$ cat src/rtl/tlb_refill_walker.sv
// Two-level Sv32-style page-table walker that refills the 2-way TLB tag RAM on a miss.
// One memory read is outstanding at a time; faults skip the fill and report through done.
module tlb_refill_walker #(
  parameter int TAG_RAM_ADDR_WIDTH = 6,
  parameter int TAG_WIDTH          = 20,
  parameter int PAYLOAD_WIDTH      = 32,
  parameter int PADDR_WIDTH        = 32
) (
  input  logic                          clk,
  input  logic                          resetn,
  input  logic [PADDR_WIDTH-1:0]        root_base,
  input  logic                          miss_valid,
  output logic                          miss_ready,
  input  logic [19:0]                   miss_vpn,
  output logic                          mem_req_valid,
  input  logic                          mem_req_ready,
  output logic [PADDR_WIDTH-1:0]        mem_req_addr,
  input  logic                          mem_rsp_valid,
  input  logic [31:0]                   mem_rsp_data,
  output logic                          fill_valid,
  output logic                          fill_we,
  output logic [TAG_RAM_ADDR_WIDTH-1:0] fill_idx,
  output logic [TAG_WIDTH-1:0]          fill_tag,
  output logic [PAYLOAD_WIDTH-1:0]      fill_payload,
  output logic                          done_valid,
  output logic                          done_fault,
  input  logic                          done_ready
);

  typedef enum logic [2:0] {
    IDLE, L1_REQ, L1_WAIT, L0_REQ, L0_WAIT, FILL, DONE
  } state_t;

  state_t                   state, state_nxt;
  logic [19:0]              vpn_q, vpn_nxt;
  logic [PADDR_WIDTH-1:0]   addr_q, addr_nxt;
  logic [PAYLOAD_WIDTH-1:0] payload_q, payload_nxt;
  logic                     fault_q, fault_nxt;

  logic pte_v, pte_r, pte_w, pte_x, pte_bad, pte_leaf, pte_misaligned;

  assign pte_v          = mem_rsp_data[0];
  assign pte_r          = mem_rsp_data[1];
  assign pte_w          = mem_rsp_data[2];
  assign pte_x          = mem_rsp_data[3];
  assign pte_bad        = !pte_v || (!pte_r && pte_w);
  assign pte_leaf       = pte_r || pte_x;
  assign pte_misaligned = |mem_rsp_data[19:10];

  always_ff @(posedge clk) begin
    if (!resetn) begin
      state     <= IDLE;
      vpn_q     <= '0;
      addr_q    <= '0;
      payload_q <= '0;
      fault_q   <= 1'b0;
    end else begin
      state     <= state_nxt;
      vpn_q     <= vpn_nxt;
      addr_q    <= addr_nxt;
      payload_q <= payload_nxt;
      fault_q   <= fault_nxt;
    end
  end

  always_comb begin
    state_nxt     = state;
    vpn_nxt       = vpn_q;
    addr_nxt      = addr_q;
    payload_nxt   = payload_q;
    fault_nxt     = fault_q;
    miss_ready    = 1'b0;
    mem_req_valid = 1'b0;
    mem_req_addr  = '0;
    fill_valid    = 1'b0;
    fill_we       = 1'b0;
    fill_idx      = '0;
    fill_tag      = '0;
    fill_payload  = '0;
    done_valid    = 1'b0;
    done_fault    = 1'b0;

    case (state)
      IDLE: begin
        miss_ready = 1'b1;
        if (miss_valid) begin
          // root_base is consumed here, so later changes cannot disturb the walk
          vpn_nxt   = miss_vpn;
          addr_nxt  = (root_base & {{(PADDR_WIDTH-12){1'b1}}, 12'h000})
                    + {{(PADDR_WIDTH-12){1'b0}}, miss_vpn[19:10], 2'b00};
          fault_nxt = 1'b0;
          state_nxt = L1_REQ;
        end
      end
      L1_REQ, L0_REQ: begin
        mem_req_valid = 1'b1;
        mem_req_addr  = addr_q;
        if (mem_req_ready) state_nxt = (state == L1_REQ) ? L1_WAIT : L0_WAIT;
      end
      L1_WAIT: begin
        if (mem_rsp_valid) begin
          if (pte_bad || (pte_leaf && pte_misaligned)) begin
            fault_nxt = 1'b1;
            state_nxt = DONE;
          end else if (pte_leaf) begin
            // Superpage: low VPN bits pass through into the PPN field of the fill
            payload_nxt = {mem_rsp_data[31:20], vpn_q[9:0], mem_rsp_data[9:0]};
            state_nxt   = FILL;
          end else begin
            addr_nxt  = {mem_rsp_data[PADDR_WIDTH-3:10], 12'h000}
                      + {{(PADDR_WIDTH-12){1'b0}}, vpn_q[9:0], 2'b00};
            state_nxt = L0_REQ;
          end
        end
      end
      L0_WAIT: begin
        if (mem_rsp_valid) begin
          if (pte_bad || !pte_leaf) begin
            fault_nxt = 1'b1;
            state_nxt = DONE;
          end else begin
            payload_nxt = mem_rsp_data;
            state_nxt   = FILL;
          end
        end
      end
      FILL: begin
        fill_valid   = 1'b1;
        fill_we      = 1'b1;
        fill_idx     = vpn_q[TAG_RAM_ADDR_WIDTH-1:0];
        fill_tag     = vpn_q;
        fill_payload = payload_q;
        state_nxt    = DONE;
      end
      DONE: begin
        done_valid = 1'b1;
        done_fault = fault_q;
        if (done_ready) state_nxt = IDLE;
      end
      default: state_nxt = IDLE;
    endcase
  end

endmodule

$ cat config.mk
export PLATFORM = sky130hd
export DESIGN_NAME = tlb_refill_walker
export DESIGN_NICKNAME = d
export VERILOG_FILES = /design/src/rtl/tlb_refill_walker.sv
export SDC_FILE = /design/constraint.sdc
export NUM_CORES = 1
export LEC_CHECK = 0
export ABC_AREA = 1
export ABC_CLOCK_PERIOD_IN_PS = 1900
export CORE_MARGIN = 4
export CORE_UTILIZATION = 44
export CTS_CLUSTER_SIZE = 10
export DETAILED_ROUTE_END_ITERATION = 10
export HOLD_SLACK_MARGIN = 0.05
export MAX_ROUTING_LAYER = met4
export PLACE_DENSITY = 0.85
export SETUP_SLACK_MARGIN = 0.2
export SLEW_MARGIN = 40
export SYNTH_ARGS = -nofsm -noshare
export SYNTH_HDL_FRONTEND = slang
export SYNTH_SLANG_ARGS = --single-unit
export TNS_END_PERCENT = 10
$ cat constraint.sdc
create_clock -name clk -period 1.9 [get_ports clk]
set_input_delay 0.38 -clock clk [delete_from_list [all_inputs] [get_ports clk]]
set_output_delay 0.38 -clock clk [all_outputs]
set_load 0.02 [all_outputs]
==> impl_metrics.tcl <==
set metrics [dict create \
    status "finished with violations" \
    failed_checks "setup timing" \
    synth_area_leader_cell "dfxtp_1" \
    grt_pass1_vias 4755 \
    port_buffers 171 \
    drtPass1Iterations 5 \
    fin_skew_ns 0.007934 \
    routed_wl_mm 14.98 \
    hold_viol 0 \
    initial_core_util_pct 45.81 \
    synth_ff_type "dfxtp_1" \
    ys_top_cells_by_count "185 x nor2_1, 159 x inv_1, 158 x nand2_1" \
    path_class "flip-flop to output port" \
    die_h_um 112.4 \
    syn_area_um2 4793 \
    synthesis.instances 814 \
    fin_crit_ns 1.972 \
    netlist.area_leader.share_pct 35.92 \
    synthTopCellsByArea "dfxtp_1 36%, nor2_1 14%, inv_1 12%" \
    gp_congestion 0.8797 \
    cts_inserted_buffers 9 \
    setup_violations 54 \
    vias 5236 \
    stdcell_count 1132 \
    num_io_pins 186 \
    crit_required_ns 1.52 \
    synth_area_per_cell_um2 5.889 \
    rsz0062_at_grt "yes" \
    root_buffer "clkbuf_8" \
    min_path_type "primary input to flip-flop" \
    htree_levels 3 \
    grt_antenna_before_repair 0 \
    hold_end "payload_q[1]$_SDFFE_PN0P_" \
    yosysUniqueCellTypes 25 \
    total_power_uw 10500 \
    reg2reg_depth 10 \
    via_per_inst 4.625 \
    drv_slew 0 \
    async_reset_ff_share_pct 0 \
    hold_start "mem_rsp_data[1]" \
    groute.layer.met2.usage_pct 39.81 \
    met1_usage_pct 29.29 \
    drt_iter0_drc 317 \
    hold_buffers 0 \
    fmax_ghz 0.5071 \
    rows 37 \
    synth-edff-count 0 \
    track_usage_pct 23.53 \
    rr_endpoint "payload_q[6]$_SDFFE_PN0P_" \
    nFillCells 834 \
    antennaDiodeCount 0 \
    clkTransAtPathRegs_ns 0.09 \
    drive_gt1_share_pct 27.11 \
    ys_seq_elements 86 \
    drt.antenna.violating_nets 0 \
    path_max_fanout 7 \
    start_kind "flip-flop" \
    p_leak_uw 0.003576 \
    core_area_um2 10460 \
    die_w_um 112.4 \
    nets 1081 \
    overflow 0 \
    yosysMostFrequentCell "nor2_1" \
    setup_ws_ns -0.07182 \
    whs_path_depth 3 \
    grt_max_degree 85 \
    dieArea_um2 12630 \
    cts_tree "yes" \
    clock_path_buffers 2 \
    drcViolationCount 0 \
    yosysSeqAreaShare_pct 35.92 \
    area_delta_synth_final_pct 59.10 \
    end_kind "output port" \
    grt_pass1_wl_mm 23.44 \
    maxCapViolCount 0 \
    clk_latency_ns 0.35 \
    fin_util_pct 72.89 \
    ys_warn_count 0 \
    clock_sinks 86 \
    cp.arrival_ns 1.59 \
    numPlacedInstances 1113 \
    hpwl_mm 10.97 \
    p_per_area_nw_per_um2 1376 \
    reg2reg_from "state[2]$_SDFFE_PN0P_" \
    period_share_pct 103.8 \
    use_met3_pct 3.774 \
    regToRegSetupSlack_ns 0.21 \
    routedWlPerCell_um 13.23 \
    globalRoute.busiestLayer "met2" \
    setup_tns_ns -2.316 \
    hold_ws_ns 0.3688 \
    vdd_ir_drop_max_uv 884.8 \
]
==> stage by stage <==
stage | instance area [µm²] | setup WS [ns]
after floorplan | 5134 | 0.1992
final | 7626 | -0.07182
after CTS | 7305 | -0.08749
after detailed placement | 7151 | -0.2254
after global placement | 7151 | -0.1519
after global routing | 7626 | -0.1578
==> cells in the final DEF, fill, tap and decap left out, types with 2 or more instances in the layout <==
cell,instances
nand3b_1,10
nand3_2,2
clkdlybuf4s50_1,75
o21ai_1,10
buf_12,13
a21oi_1,25
nor2_1,112
nor2_2,26
nand3_1,34
buf_6,59
bufinv_16,2
dfxtp_2,2
inv_2,13
nand2_1,149
clkbuf_8,10
o21ai_0,63
nand2_2,11
conb_1,2
clkinv_4,3
nor2_4,49
inv_1,157
buf_2,2
buf_4,68
o21ai_2,2
dfxtp_1,83
==> worst max-delay path, cell delays in order, from the launching register on <==
cell,delay (ns)
dfxtp_2,0.37
inv_2,0.06
nor2_4,0.08
nand2_2,0.07
nand2_4,0.11
inv_8,0.06
buf_12,0.15
buf_4,0.14
nor2_4,0.07
buf_6,0.12
==> what timing repair did <==
action,in CTS,in global routing
endpoints found under the setup margin,124,156
gates resized for setup,495,105
cloned,1,0
pin swaps,3,10
buffers inserted,2,0
==> power breakdown <==
| part | total, µW | switching (µW) | internal (µW) |
|---|---|---|---|
| clock network | 1460 | 680 | 780 |
| registers | 2680 | 245 | 2440 |
| logic | 6350 | 3800 | 2550 |
| total | 10500 | 4720 | 5770 |
==> registers in the layout (all words and copies together), names as in the netlist <==
signal / count
payload_q: 32
addr_q: 30
vpn_q: 20
state: 3
fault_q: 1
==> how the worst max path moves through the flow <==
stage | startpoint | end | slack (ns) | depth (start not counted)
finish | state[0]$_SDFFE_PN0P_ | mem_req_addr[31] | -0.07 | 9
global route | state[0]$_SDFFE_PN0P_ | mem_req_addr[31] | -0.16 | 9
CTS | state[0]$_SDFFE_PN0P_ | mem_req_addr[25] | -0.09 | 8
detailed placement | mem_rsp_data[1] | addr_q[30]$_SDFFE_PN0P_ | -0.23 | 11
global placement | mem_rsp_data[1] | addr_q[23]$_SDFFE_PN0P_ | -0.15 | 13
floorplan | state[1]$_SDFFE_PN0P_ | fill_payload[0] | 0.20 | 7
==> cell families after synthesis <==
family | share of synthesized area (%)
simple gates | 33.41
buf+inv | 19.86
flops | 35.92
other cells | 0.07823
compound gates | 10.73
==> layout make-up <==
cell class,count,area (µm²),area share [%]
timing repair buffer,220,2251,29.52
sequential,86,1728,22.66
multi-input combinational,501,2589,33.95
clock inverter,5,82.58,1.083
inverter,173,664.4,8.712
clock buffer,11,141.4,1.854
tap,136,170.2,2.231
==> routing by layer <==
layer  vias to the layer above  wire length (µm)
met1                      2337              6342
met5                         -                 0
li1                       2742                 -
met3                        22               603
met4                         0               314
met2                       135              7718
Power figures use the tool's default switching activity.
